`config.mk`:
```
export PLATFORM = sky130hd
export DESIGN_NAME = mmio_bus_ctrl
export DESIGN_NICKNAME = d
export VERILOG_FILES = /design/src/rtl/mmio_pkg.sv /design/src/rtl/mmio_in_chan.sv /design/src/rtl/mmio_bus_ctrl.sv
export SDC_FILE = /design/constraint.sdc
export NUM_CORES = 1
export LEC_CHECK = 0
export BUFFER_PORTS_ARGS = -buffer_cell sky130_fd_sc_hd__buf_2
export CAP_MARGIN = 10
export CORE_UTILIZATION = 35
export CTS_CLUSTER_SIZE = 14
export DETAILED_ROUTE_END_ITERATION = 8
export MAX_ROUTING_LAYER = met4
export PLACE_DENSITY = 0.54
export SYNTH_ARGS = -nofsm -noshare
export SYNTH_HDL_FRONTEND = slang
export SYNTH_HIERARCHICAL = 1
export SYNTH_SLANG_ARGS = --single-unit
```
`constraint.sdc`:
```
create_clock -name clk -period 1.6 [get_ports clk]
set_input_delay 0.24 -clock clk [delete_from_list [all_inputs] [get_ports clk]]
set_output_delay 0.24 -clock clk [all_outputs]
set_load 0.01 [all_outputs]
```
`src/rtl/mmio_pkg.sv`:
```
`default_nettype none
// ============================================================================
//  Module   : mmio_pkg
//  Purpose  : Shared definitions for the memory-mapped bus controller:
//             bus command encodings, I/O region offsets and the read-source
//             select type used by the one-cycle read pipeline.
//  Revision : 1.0  initial release
// ============================================================================
package mmio_pkg;

    // cpu memory-port commands
    localparam logic [1:0] MNONE    = 2'b00;
    localparam logic [1:0] MREAD    = 2'b01;
    localparam logic [1:0] MWRITE   = 2'b10;
    localparam logic [1:0] MILLEGAL = 2'b11;

    // I/O region offsets (low 8 address bits when the address MSB is set)
    localparam logic [7:0] OFS_OUT    = 8'h00;
    localparam logic [7:0] OFS_IN     = 8'h40;
    localparam logic [7:0] OFS_CAP    = 8'h60;
    localparam logic [7:0] OFS_STATUS = 8'h7F;

    // source of read_data in the cycle after an MREAD
    typedef enum logic [1:0] {
        RDS_NONE = 2'd0,
        RDS_RAM  = 2'd1,
        RDS_IO   = 2'd2
    } rd_sel_t;

endpackage
`default_nettype wire

```
`src/rtl/mmio_in_chan.sv`:
```
`default_nettype none
// ============================================================================
//  Module   : mmio_in_chan
//  Purpose  : One asynchronous input channel: two-flop synchroniser, previous
//             value register and a sticky rising-edge capture register with a
//             write-1-to-clear mask.
//  Ports    : clk, reset (async, active-low)
//             din     - asynchronous channel input
//             clr     - per-bit clear mask (all zero when no clear this cycle)
//             sync    - synchronised value (s2)
//             cap     - sticky rising-edge bits
//  Revision : 1.0  initial release
// ============================================================================
module mmio_in_chan #(
    parameter int DATA_W = 16
) (
    input  logic              clk,
    input  logic              reset,
    input  logic [DATA_W-1:0] din,
    input  logic [DATA_W-1:0] clr,
    output logic [DATA_W-1:0] sync,
    output logic [DATA_W-1:0] cap
);

    logic [DATA_W-1:0] r_s1;
    logic [DATA_W-1:0] r_s2;
    logic [DATA_W-1:0] r_prev;
    logic [DATA_W-1:0] r_cap;
    logic [DATA_W-1:0] w_edge;

    assign w_edge = r_s2 & ~r_prev;

    always_ff @(posedge clk or negedge reset) begin
        if (!reset) begin
            r_s1   <= '0;
            r_s2   <= '0;
            r_prev <= '0;
            r_cap  <= '0;
        end else begin
            r_s1   <= din;
            r_s2   <= r_s1;
            r_prev <= r_s2;
            // OR-ing the edge after the clear lets a same-cycle edge win
            r_cap  <= (r_cap & ~clr) | w_edge;
        end
    end

    assign sync = r_s2;
    assign cap  = r_cap;

endmodule
`default_nettype wire

```
`src/rtl/mmio_bus_ctrl.sv`:
```
`default_nettype none
// ============================================================================
//  Module   : mmio_bus_ctrl
//  Purpose  : Memory-mapped bus controller between the cpu memory port and a
//             synchronous data RAM plus a bank of I/O channels. Address MSB
//             selects I/O (1) or RAM (0). Reads from either region return
//             with one cycle of latency; illegal accesses set a sticky error.
//  Ports    : clk, reset (async, active-low)
//             mem_cmd/mem_addr/write_data - cpu request
//             read_data                   - read return, cycle after MREAD
//             ram_addr/ram_din/ram_write  - RAM request (combinational)
//             ram_dout                    - RAM registered read data
//             in_port / out_port          - packed I/O channels
//             bus_err                     - sticky bus error flag
//  Revision : 1.0  initial release
// ============================================================================
module mmio_bus_ctrl
    import mmio_pkg::*;
#(
    parameter int DATA_W  = 16,
    parameter int ADDR_W  = 9,
    parameter int RAM_AW  = 8,
    parameter int NUM_OUT = 2,
    parameter int NUM_IN  = 2
) (
    input  logic                      clk,
    input  logic                      reset,
    input  logic [1:0]                mem_cmd,
    input  logic [ADDR_W-1:0]         mem_addr,
    input  logic [DATA_W-1:0]         write_data,
    output logic [DATA_W-1:0]         read_data,
    output logic [RAM_AW-1:0]         ram_addr,
    output logic [DATA_W-1:0]         ram_din,
    output logic                      ram_write,
    input  logic [DATA_W-1:0]         ram_dout,
    input  logic [NUM_IN*DATA_W-1:0]  in_port,
    output logic [NUM_OUT*DATA_W-1:0] out_port,
    output logic                      bus_err
);

    logic                      w_is_io;
    logic [7:0]                w_ofs;
    logic [4:0]                w_idx;
    logic                      w_out_hit;
    logic                      w_in_hit;
    logic                      w_cap_hit;
    logic                      w_status_hit;
    logic                      w_mapped;
    logic                      w_io_wr;
    logic                      w_io_rd;
    logic                      w_err_set;
    logic                      w_status_clr;
    logic [DATA_W-1:0]         w_io_rdata;
    logic [NUM_IN*DATA_W-1:0]  w_cap_clr;
    logic [NUM_IN*DATA_W-1:0]  w_in_sync;
    logic [NUM_IN*DATA_W-1:0]  w_in_cap;

    rd_sel_t                   r_rd_sel;
    logic [DATA_W-1:0]         r_io_rdata_q;
    logic [NUM_OUT*DATA_W-1:0] r_out;
    logic                      r_bus_err;

    // ---------------- address decode ----------------
    assign w_is_io      = mem_addr[ADDR_W-1];
    assign w_ofs        = mem_addr[7:0];
    assign w_idx        = w_ofs[4:0];
    assign w_status_hit = (w_ofs == OFS_STATUS);
    assign w_out_hit    = (w_ofs[7:5] == OFS_OUT[7:5]) && ({1'b0, w_idx} < 6'(NUM_OUT));
    assign w_in_hit     = (w_ofs[7:5] == OFS_IN[7:5])  && ({1'b0, w_idx} < 6'(NUM_IN));
    // STATUS shares the CAP window's last slot and takes priority
    assign w_cap_hit    = (w_ofs[7:5] == OFS_CAP[7:5]) && ({1'b0, w_idx} < 6'(NUM_IN))
                          && !w_status_hit;
    assign w_mapped     = w_out_hit || w_in_hit || w_cap_hit || w_status_hit;

    assign w_io_wr      = (mem_cmd == MWRITE) && w_is_io;
    assign w_io_rd      = (mem_cmd == MREAD)  && w_is_io;
    assign w_status_clr = w_io_wr && w_status_hit;
    // IN channels are read-only, so an IN write counts as unmapped
    assign w_err_set    = (mem_cmd == MILLEGAL)
                       || (w_io_wr && !(w_out_hit || w_cap_hit || w_status_hit))
                       || (w_io_rd && !w_mapped);

    // ---------------- RAM side ----------------
    assign ram_addr  = mem_addr[RAM_AW-1:0];
    assign ram_din   = write_data;
    assign ram_write = (mem_cmd == MWRITE) && !w_is_io;

    // ---------------- I/O read mux ----------------
    always_comb begin
        w_io_rdata = '0;
        if (w_status_hit) begin
            w_io_rdata[0] = r_bus_err;
        end
        for (int i = 0; i < NUM_OUT; i++) begin
            if (w_out_hit && (w_idx == 5'(i))) begin
                w_io_rdata = r_out[i*DATA_W +: DATA_W];
            end
        end
        for (int i = 0; i < NUM_IN; i++) begin
            if (w_in_hit && (w_idx == 5'(i))) begin
                w_io_rdata = w_in_sync[i*DATA_W +: DATA_W];
            end
            if (w_cap_hit && (w_idx == 5'(i))) begin
                w_io_rdata = w_in_cap[i*DATA_W +: DATA_W];
            end
        end
    end

    // ---------------- input channels ----------------
    generate
        for (genvar i = 0; i < NUM_IN; i++) begin : g_in_chan
            assign w_cap_clr[i*DATA_W +: DATA_W] =
                (w_io_wr && w_cap_hit && (w_idx == 5'(i))) ? write_data : '0;

            mmio_in_chan #(
                .DATA_W (DATA_W)
            ) u_in_chan (
                .clk   (clk),
                .reset (reset),
                .din   (in_port[i*DATA_W +: DATA_W]),
                .clr   (w_cap_clr[i*DATA_W +: DATA_W]),
                .sync  (w_in_sync[i*DATA_W +: DATA_W]),
                .cap   (w_in_cap[i*DATA_W +: DATA_W])
            );
        end
    endgenerate

    // ---------------- registers ----------------
    always_ff @(posedge clk or negedge reset) begin
        if (!reset) begin
            r_rd_sel     <= RDS_NONE;
            r_io_rdata_q <= '0;
            r_out        <= '0;
            r_bus_err    <= 1'b0;
        end else begin
            r_rd_sel <= RDS_NONE;
            if (mem_cmd == MREAD) begin
                if (!w_is_io) begin
                    r_rd_sel <= RDS_RAM;
                end else if (w_mapped) begin
                    r_rd_sel <= RDS_IO;
                end
            end
            if (w_io_rd) begin
                r_io_rdata_q <= w_io_rdata;
            end
            for (int i = 0; i < NUM_OUT; i++) begin
                if (w_io_wr && w_out_hit && (w_idx == 5'(i))) begin
                    r_out[i*DATA_W +: DATA_W] <= write_data;
                end
            end
            // a new error outranks a STATUS-write clear
            if (w_err_set) begin
                r_bus_err <= 1'b1;
            end else if (w_status_clr) begin
                r_bus_err <= 1'b0;
            end
        end
    end

    always_comb begin
        read_data = '0;
        case (r_rd_sel)
            RDS_RAM: read_data = ram_dout;
            RDS_IO:  read_data = r_io_rdata_q;
            default: read_data = '0;
        endcase
    end

    assign out_port = r_out;
    assign bus_err  = r_bus_err;

endmodule
`default_nettype wire

```
==> impl_metrics.ini, run 1 <==
[run_status]
outcome = finished, violations left
violated_checks = negative setup slack

[logic_synthesis]
syn-num-nets = 701
synth-adder-area-share_pct = 0.3359
sequential_to_total_area_share_from_yosys_stat_pct = 60.13
synth_edf_count = 0
synth_top_cell_by_area = sky130_fd_sc_hd__dfrtp_1
synth-warning-count = 6
ys_async_sr_fraction_pct = 100.0
muxShareOfSynthArea_pct = 5.761
synth_top_cell_area_share_pct = 60.13
yosys_register_bits = 179
yosys-top-cells-area = sky130_fd_sc_hd__dfrtp_1 60%, sky130_fd_sc_hd__o22ai_2 5.4%, sky130_fd_sc_hd__inv_1 3.4%
combinational_family_with_the_most_area_after_synthesis = compound AO/OA/AOI/OAI gates
post_synth_num_cell_types = 44
synth.cell_area_um2 = 7450
area_fraction_in_and_or_nand_and_nor_cells_after_synthesis_pct = 10.55
syn_area_per_cell_um2 = 11.98
synth_xor_area_share_pct = 0
ys_dominant_reg_cell = sky130_fd_sc_hd__dfrtp_1
synth_cells = 622
fraction_of_the_mapped_netlist_area_in_compound_gates_pct = 15.55

[sta]
achievable-frequency_mhz = 543.4
setup_slack_ns = -0.2402
max_slew.worst_pin.slew_ns = 0.4642
finalHoldWorstSlack_ns = 0.1202
max_clock_skew_ns = 0.007947
report.final.hold_viol_count = 0
count_of_final_max_slew_check_failures = 0
min_period_over_period_pct = 115.0
slew-limit-headroom_pct = 69.06
period_minus_slack_ns = 1.840
rsz0062_at_grt = yes
setup_viol_count_final = 16

[final_layout]
insertedDiodeCount = 0
final_nets = 895
drive_above_1_share_pct = 38.36
fill_cells = 1944
area_growth_pct = 31.94
layout.core_utilization_pct = 46.91

[setup_path]
crit_start = r_rd_sel[0]$_DFF_PN0_
end_point_of_the_critical_path = read_data[6]
timing.critical_path.to_type = output pin
worst-endpoint-arrival_ns = 1.60
path_class = reg -> out
startpoint_type = flip-flop
reg2reg_to = r_io_rdata_q[0]$_DFFE_PN0P_
required_ns = 1.36
r2r-start = g_in_chan[1].u_in_chan/sync[0]$_DFF_PN0_
rr_worst_depth = 3
regToRegSetupSlack_ns = 0.51
timing.critical_path.fanout_max = 8

[clocking]
numClockSinks = 179
clk_pin_slew_ns = 0.07
clock_tree.htree_level_count = 4
numCtsBuffers = 17
count_of_buffers_added_by_post_cts_timing_repair_for_setup = 0
root_buffer_cell = sky130_fd_sc_hd__clkbuf_16
tritoncts = built
insertion_delay_ns = 0.43
max-clock-path-buffers = 2

[detailed_routing]
routed_via_density = 4.876
postRouteWirelength_um = 19300
vias = 5383
detailedRoute.firstIterationViolations = 270
detail_route.wl_per_cell_um = 17.48
drt-pass1-iter-count = 4
route.antenna.remaining_nets = 0
drt_drc_violations_left = 0

[global_route]
antenna_found_initial = 0
first_global_vias = 5535
grt_pass1_wl_um = 30420
groute.usage.overall_pct = 19.18
grt_overflow_total = 0
grt_max_degree = 48

[placement]
hpwlAfterDp_um = 13670
place_congestion = 0.8234
port_buffers = 150

[floorplanning]
io_pins = 151
rows = 53
core_area_um2 = 20960
initial_utilization_pct = 35.55
die_h_um = 147.9
die-area_um2 = 21870
chipWidth_um = 147.9

[power_and_ir_drop]
ir_worst_vdd_v = 0.0004679
leakagePower_uw = 0.004878
cellPowerDensity_nw_per_um2 = 995.4

[min_path]
min-delay-path-class = in -> reg

[flow_run]
number_of_maximum_capacitance_violations = 0
[logic make-up (layout without fill, tap and decap cells)]
kind of cell	Yosys count	count (layout)
adders and majority gates	2	2
and+or+nand+nor	133	133
DFF	179	179
AOI/OAI and AO/OA	149	149
muxes	35	35
buffers and inverters	124	331
[final cells by class]
class	count	area (µm²)	share of cell area [%]
clock inverters	9	93.84	0.9547
repair buffers	232	1620	16.48
clock buffers	23	498.0	5.066
inverters	67	251.5	2.559
well taps	275	344.1	3.501
multi-input cells	319	2542	25.87
flip-flops and latches	179	4479	45.57
[cells in the mapped netlist (all sizes together), types with 2 or more instances]
master and n:
a21oi 47, a22oi 16, and2 32, buf 28
clkbuf 29, dfrtp 179, ha 2, inv 67
mux2 33, mux2i 2, nand2 4, nand2b 15
nand3 3, nand4b 2, nor2 33, nor2b 16
nor3 17, nor3b 3, nor4 2, o211ai 16
o21ai 2, o22ai 48, o31a 15
[where the power goes]
part | internal (µW) | switching, µW | leakage [µW]
clock | 2370 | 1740 | 0.000286
sequential | 4730 | 140 | 0.00207
combinational | 377 | 426 | 0.00252
[worst max-delay path: stages, from the launching register on]
cell and delay (ns):
sky130_fd_sc_hd__dfrtp_1 0.42, sky130_fd_sc_hd__inv_2 0.07, sky130_fd_sc_hd__ha_4 0.17, sky130_fd_sc_hd__buf_8 0.15
sky130_fd_sc_hd__a22oi_2 0.15, sky130_fd_sc_hd__nor2_1 0.06, sky130_fd_sc_hd__buf_4 0.15
[layer usage]
metal  routed length (µm)  share of wire (%)  GRT usage (%)  vias to the layer above
met5                    0                  0              -                        -
met4                  280                1.5          6.289                        0
met3                 1093                5.7          4.691                       23
met2                 9408                 49          30.54                      169
met1                 8516                 44          23.96                     2695
li1                     -                  -              -                     2496
[state kept, by name, indices dropped and copies added, names as in the netlist]
signal and cells:
g_in_chan.u_in_chan/cap 32, r_io_rdata_q 16, g_in_chan.u_in_chan/r_s1 32, g_in_chan.u_in_chan/r_prev 32, bus_err 1, r_rd_sel 2, out_port 32, g_in_chan.u_in_chan/sync 32
[worst min-delay path by stage]
stage	slack (ns)	end	cells after the start	start
after floorplan	-0.06	bus_err$_DFFE_PN0P_	0	reset
after global placement	0.21	g_in_chan[0].u_in_chan/r_prev[13]$_DFF_PN0_	1	reset
after detailed placement	0.21	g_in_chan[0].u_in_chan/cap[13]$_DFF_PN0_	1	reset
after CTS	0.09	out_port[30]$_DFFE_PN0P_	2	write_data[14]
after global routing	0.11	out_port[13]$_DFFE_PN0P_	2	write_data[13]
final	0.12	out_port[10]$_DFFE_PN0P_	2	write_data[10]
[layout by cell type (no fill, tap or decap), drive strengths merged, types with 2 or more instances in the layout]
cell	instances
nand4b	2
ha	2
nor2b	16
mux2	33
clkinvlp	2
mux2i	2
nand2	4
o22ai	48
o211ai	16
a21oi	47
nor4	2
nand2b	15
clkbuf	23
nor3	17
o21ai	2
dlygate4sd3	33
dfrtp	179
nor3b	3
o31a	15
clkinv	4
buf	199
nor2	33
nand3	3
inv	69
and2	32
a22oi	16
[repair_timing]
item                                    4_1_cts  5_1_grt
endpoints found under the setup margin       16       16
gates resized for setup                      26        3
endpoints found under the hold margin        72        0
hold buffers                                 33        0
pin swaps                                     4        1
[through the flow]
step                cells  TNS (ns)  setup WS, ns  total power, µW  area (µm²)
finish               1104    -3.387       -0.2402             9784        9829
global route         1104    -4.641       -0.3227            10190        9829
CTS                  1104    -3.564       -0.2645             9941        9818
detailed placement   1039    -21.55       -0.3699             5680        8780
global placement     1039    -20.21       -0.3514             5660        8780
floorplan             622    -9.375       -0.3160             5246        7501
(Power assumes the default switching activity.)
==> inputs of run 2 (changes only) <==
- CTS_BUF_LIST: default -> sky130_fd_sc_hd__clkbuf_8
==> impl_metrics.ini, run 2 (synthesis gave the netlist of run 1 again) <==
[final_layout]
most_common_cell_after_layout_fill_and_taps_aside = sky130_fd_sc_hd__dfrtp_1
final_nets = 895
area_growth_pct = 29.44
layout.cells.most_common_list = 179 x sky130_fd_sc_hd__dfrtp_1, 148 x sky130_fd_sc_hd__buf_2, 66 x sky130_fd_sc_hd__inv_1
layout.core_utilization_pct = 46.02
drive_above_1_share_pct = 38.48
insertedDiodeCount = 0

[sta]
max_clock_skew_ns = 0.01006
slew-limit-headroom_pct = 68.77
setup_viol_count_final = 16
achievable-frequency_mhz = 537.9
report.final.hold_viol_count = 0
min_period_over_period_pct = 116.2
finalHoldWorstSlack_ns = 0.09021
max_slew.worst_pin.slew_ns = 0.4685
count_of_final_max_slew_check_failures = 0
rsz0062_at_grt = yes
setup_slack_ns = -0.2591
period_minus_slack_ns = 1.859

[floorplanning]
core_area_um2 = 20960
io_pins = 151
die-area_um2 = 21870
rows = 53
chipWidth_um = 147.9
initial_utilization_pct = 35.55
die_h_um = 147.9

[setup_path]
crit_path_cell_trace = inv_2 > ha_4 > buf_8 > a22oi_2 > nor2_2 > buf_2
critPathMaxStageDelay_ns = 0.43
required_ns = 1.36
r2r-start = g_in_chan[1].u_in_chan/sync[0]$_DFF_PN0_
delay_heaviest_family_cp = flip-flops
regToRegSetupSlack_ns = 0.49
startpoint_type = flip-flop
timing.critical_path.fanout_max = 8
reg2reg_to = r_io_rdata_q[0]$_DFFE_PN0P_
worst-endpoint-arrival_ns = 1.62
crit_buf_inv = 3
path_class = reg -> out
critical_path.slowest_cell = sky130_fd_sc_hd__dfrtp_1
rr_worst_depth = 3
timing.critical_path.to_type = output pin

[detailed_routing]
routed_via_density = 4.862
detailedRoute.firstIterationViolations = 269
vias = 5368
drt_drc_violations_left = 0
route.antenna.remaining_nets = 0
drt-pass1-iter-count = 5
postRouteWirelength_um = 19270
detail_route.wl_per_cell_um = 17.45

[min_path]
worst_hold_path.num_cells = 2
min-delay-path-class = in -> reg
hold_path.startpoint = write_data[13]
hold_end = out_port[13]$_DFFE_PN0P_

[global_route]
groute.usage.overall_pct = 19.04
grt_max_degree = 48
grt_pass1_wl_um = 30280
antenna_found_initial = 0
grt_overflow_total = 0
first_global_vias = 5512

[power_and_ir_drop]
seq_power_share_pct = 55.7
p_comb_share_pct = 9.2
power_report.internal_total_uw = 6550
net-switching-power_uw = 2188
ir_worst_vdd_v = 0.0005224
cellPowerDensity_nw_per_um2 = 906.2
switching_share_pct = 25.04
leakagePower_uw = 0.004795
clock_power_share_pct = 35.1

[placement]
place_congestion = 0.8234
port_buffers = 150
hpwlAfterDp_um = 13670

[clocking]
clock_tree.htree_level_count = 4
tritoncts = built
root_buffer_cell = sky130_fd_sc_hd__clkbuf_8
clk_pin_slew_ns = 0.09
numClockSinks = 179
numCtsBuffers = 17
insertion_delay_ns = 0.45
count_of_buffers_added_by_post_cts_timing_repair_for_setup = 0
max-clock-path-buffers = 2

[flow_run]
number_of_maximum_capacitance_violations = 0

[run_status]
violated_checks = negative setup slack
outcome = finished, violations left
run 2: stage by stage:
stage / cell area, µm² / setup WS (ns) / power [µW] / TNS (ns) / cells
2_1_floorplan: 7501 / -0.3160 / 5246 / -9.375 / 622
5_1_grt: 9643 / -0.3569 / 9130 / -5.205 / 1104
4_1_cts: 9627 / -0.3066 / 8865 / -4.238 / 1104
6_report: 9643 / -0.2591 / 8738 / -3.736 / 1104
3_3_place_gp: 8780 / -0.3514 / 5660 / -20.21 / 1039
3_5_place_dp: 8780 / -0.3699 / 5680 / -21.55 / 1039
run 2: how the worst max path moves through the flow:
stage	depth (start not counted)	from	end
floorplan	5	mem_addr[4]	out_port[21]$_DFFE_PN0P_
global placement	6	mem_addr[4]	out_port[22]$_DFFE_PN0P_
detailed placement	6	mem_addr[4]	out_port[25]$_DFFE_PN0P_
CTS	6	r_rd_sel[0]$_DFF_PN0_	read_data[15]
global route	6	r_rd_sel[0]$_DFF_PN0_	read_data[15]
finish	6	r_rd_sel[0]$_DFF_PN0_	read_data[15]
run 2: layout make-up:
type	instances	area (µm²)
Fill cell	1971	11310
Inverter	67	251.5
Tap cell	275	344.1
Sequential cell	179	4479
Multi-Input combinational cell	319	2547
Timing Repair Buffer	232	1620
Clock inverter	10	97.59
Clock buffer	22	302.8
run 2: power by group through the flow:
stage	Combinational (µW)	Clock, µW	Sequential [µW]
6_report	804	3070	4860
5_1_grt	890	3350	4890
4_1_cts	817	3180	4870
3_5_place_dp	734	0	4950
3_3_place_gp	718	0	4940
2_1_floorplan	351	0	4890
run 2: repair_timing:
action                                  CTS  global route
resized for setup                        26             4
endpoints found under the setup margin   16            16
gates cloned                              0             0
hold buffers                             33             0
pin swaps                                 4             1
endpoints found under the hold margin    72             0
run 2: metal layers:
metal	global-route usage [%]	wire length, µm
met1	23.87	8568
met2	30.57	9394
met3	4.506	1047
met4	5.722	256
met5	-	0
==> inputs of run 3 (changes only) <==
- MAX_ROUTING_LAYER: met4 -> default
==> impl_metrics.ini, run 3 (synthesis gave the netlist of run 1 again) <==
[setup_path]
critPathMaxStageDelay_ns = 0.43
timing.critical_path.fanout_max = 8
path_class = reg -> out
startpoint_type = flip-flop
timing.critical_path.to_type = output pin
crit_start = r_rd_sel[0]$_DFF_PN0_
regToRegSetupSlack_ns = 0.50
rr_worst_depth = 3
critical_path.slowest_cell = sky130_fd_sc_hd__dfrtp_1
reg2reg_to = r_io_rdata_q[0]$_DFFE_PN0P_
worst-endpoint-arrival_ns = 1.63
crit_path_cell_trace = inv_2 > ha_4 > buf_8 > a22oi_2 > nor2_1 > buf_4
r2r-start = g_in_chan[1].u_in_chan/sync[0]$_DFF_PN0_
required_ns = 1.36

[global_route]
first_global_vias = 5519
groute.usage.overall_pct = 18.47
grt_overflow_total = 0
grt_max_degree = 48
grt_pass1_wl_um = 30250
antenna_found_initial = 0

[placement]
pre_cts_ws_ns = -0.3699
number_of_instances_in_the_placed_design = 1039
port_buffers = 150
place_congestion = 0.8094
hpwlAfterDp_um = 13670

[min_path]
min-delay-path-class = in -> reg
worst_hold_path.num_cells = 2
hold_path.startpoint = write_data[13]
hold_end = out_port[13]$_DFFE_PN0P_

[floorplanning]
rows = 53
chipWidth_um = 147.9
die-area_um2 = 21870
io_pins = 151
initial_utilization_pct = 35.55
core_area_um2 = 20960
die_h_um = 147.9

[final_layout]
drive_above_1_share_pct = 38.60
insertedDiodeCount = 0
most_common_cell_after_layout_fill_and_taps_aside = sky130_fd_sc_hd__dfrtp_1
area_growth_pct = 29.51
final_nets = 895
layout.cells.most_common_list = 179 x sky130_fd_sc_hd__dfrtp_1, 148 x sky130_fd_sc_hd__buf_2, 66 x sky130_fd_sc_hd__inv_1
finish.cell_count_without_fillers = 1104

[clocking]
root_buffer_cell = sky130_fd_sc_hd__clkbuf_8
tritoncts = built
numClockSinks = 179
insertion_delay_ns = 0.45
max-clock-path-buffers = 2
numCtsBuffers = 17
clk_pin_slew_ns = 0.09
clock_tree.htree_level_count = 4
count_of_buffers_added_by_post_cts_timing_repair_for_setup = 0

[detailed_routing]
route.antenna.remaining_nets = 0
drt-pass1-iter-count = 5
detailedRoute.firstIterationViolations = 315
routed_via_density = 4.882
detail_route.wl_per_cell_um = 17.46
postRouteWirelength_um = 19280
drt_drc_violations_left = 0
vias = 5390

[run_status]
outcome = finished, violations left
violated_checks = negative setup slack

[sta]
period_minus_slack_ns = 1.866
slew-limit-headroom_pct = 68.57
count_of_final_max_slew_check_failures = 0
report.final.hold_viol_count = 0
rsz0062_at_grt = yes
finalHoldWorstSlack_ns = 0.08744
achievable-frequency_mhz = 535.9
min_period_over_period_pct = 116.6
setup_slack_ns = -0.2662
setup_viol_count_final = 16
max_clock_skew_ns = 0.01150
max_slew.worst_pin.slew_ns = 0.4714

[flow_run]
number_of_maximum_capacitance_violations = 0

[power_and_ir_drop]
ir_worst_vdd_v = 0.0005241
design_power_total_uw = 8742
leakagePower_uw = 0.004795
cellPowerDensity_nw_per_um2 = 906.1
[run 3: cell count changes in the layout (fill, tap and decap cells not counted)]
cell,before,now
sky130_fd_sc_hd__a22oi_1,3,2
sky130_fd_sc_hd__a22oi_2,13,14
[run 3: metal layers]
layer	track usage [%]	routed length, µm
met1	23.89	8604
met2	30.57	9406
met3	4.383	1018
met4	5.876	248
met5	0	0
[run 3: critical path: cells and delay by family, from the launching register on]
kind	cells	cell delay, ns
buf+inv	3	0.36
flops	1	0.43
fa+ha+maj	1	0.17
simple gates	1	0.06
compound gates	1	0.15
[run 3: how the worst max path moves through the flow]
stage	end	slack [ns]	cells after the start
3_3_place_gp	out_port[22]$_DFFE_PN0P_	-0.35	6
6_report	read_data[6]	-0.27	6
5_1_grt	read_data[15]	-0.36	6
2_1_floorplan	out_port[21]$_DFFE_PN0P_	-0.32	5
4_1_cts	read_data[15]	-0.31	6
3_5_place_dp	out_port[25]$_DFFE_PN0P_	-0.37	6
[run 3: metrics by stage]
step / area [µm²] / TNS (ns) / utilization [%]
global placement: 8780 / -20.21 / 41.90
CTS: 9627 / -4.238 / 45.94
global route: 9648 / -5.128 / 46.04
floorplan: 7501 / -9.375 / -
finish: 9648 / -3.795 / 46.04
detailed placement: 8780 / -21.55 / 41.90
[run 3: layout make-up]
cell class | instances | area [µm²]
inverters | 67 | 251.5
clock buffers | 22 | 302.8
well taps | 275 | 344.1
fillers | 1970 | 11310
flip-flops and latches | 179 | 4479
clock inverters | 10 | 97.59
repair buffers | 232 | 1620
multi-input cells | 319 | 2552
[run 3: what timing repair did]
| item | 4_1_cts | 5_1_grt |
|---|---|---|
| gates resized for setup | 26 | 5 |
| hold buffers | 33 | 0 |
| endpoints found under the setup margin | 16 | 16 |
| hold endpoints to repair | 72 | 0 |
| pin swaps | 4 | 1 |
[run 3: power breakdown]
part / switching (µW) / leakage [µW] / internal, µW
logic: 427 / 0.00252 / 378
registers: 142 / 0.00207 / 4720
clock network: 1620 / 0.000203 / 1450
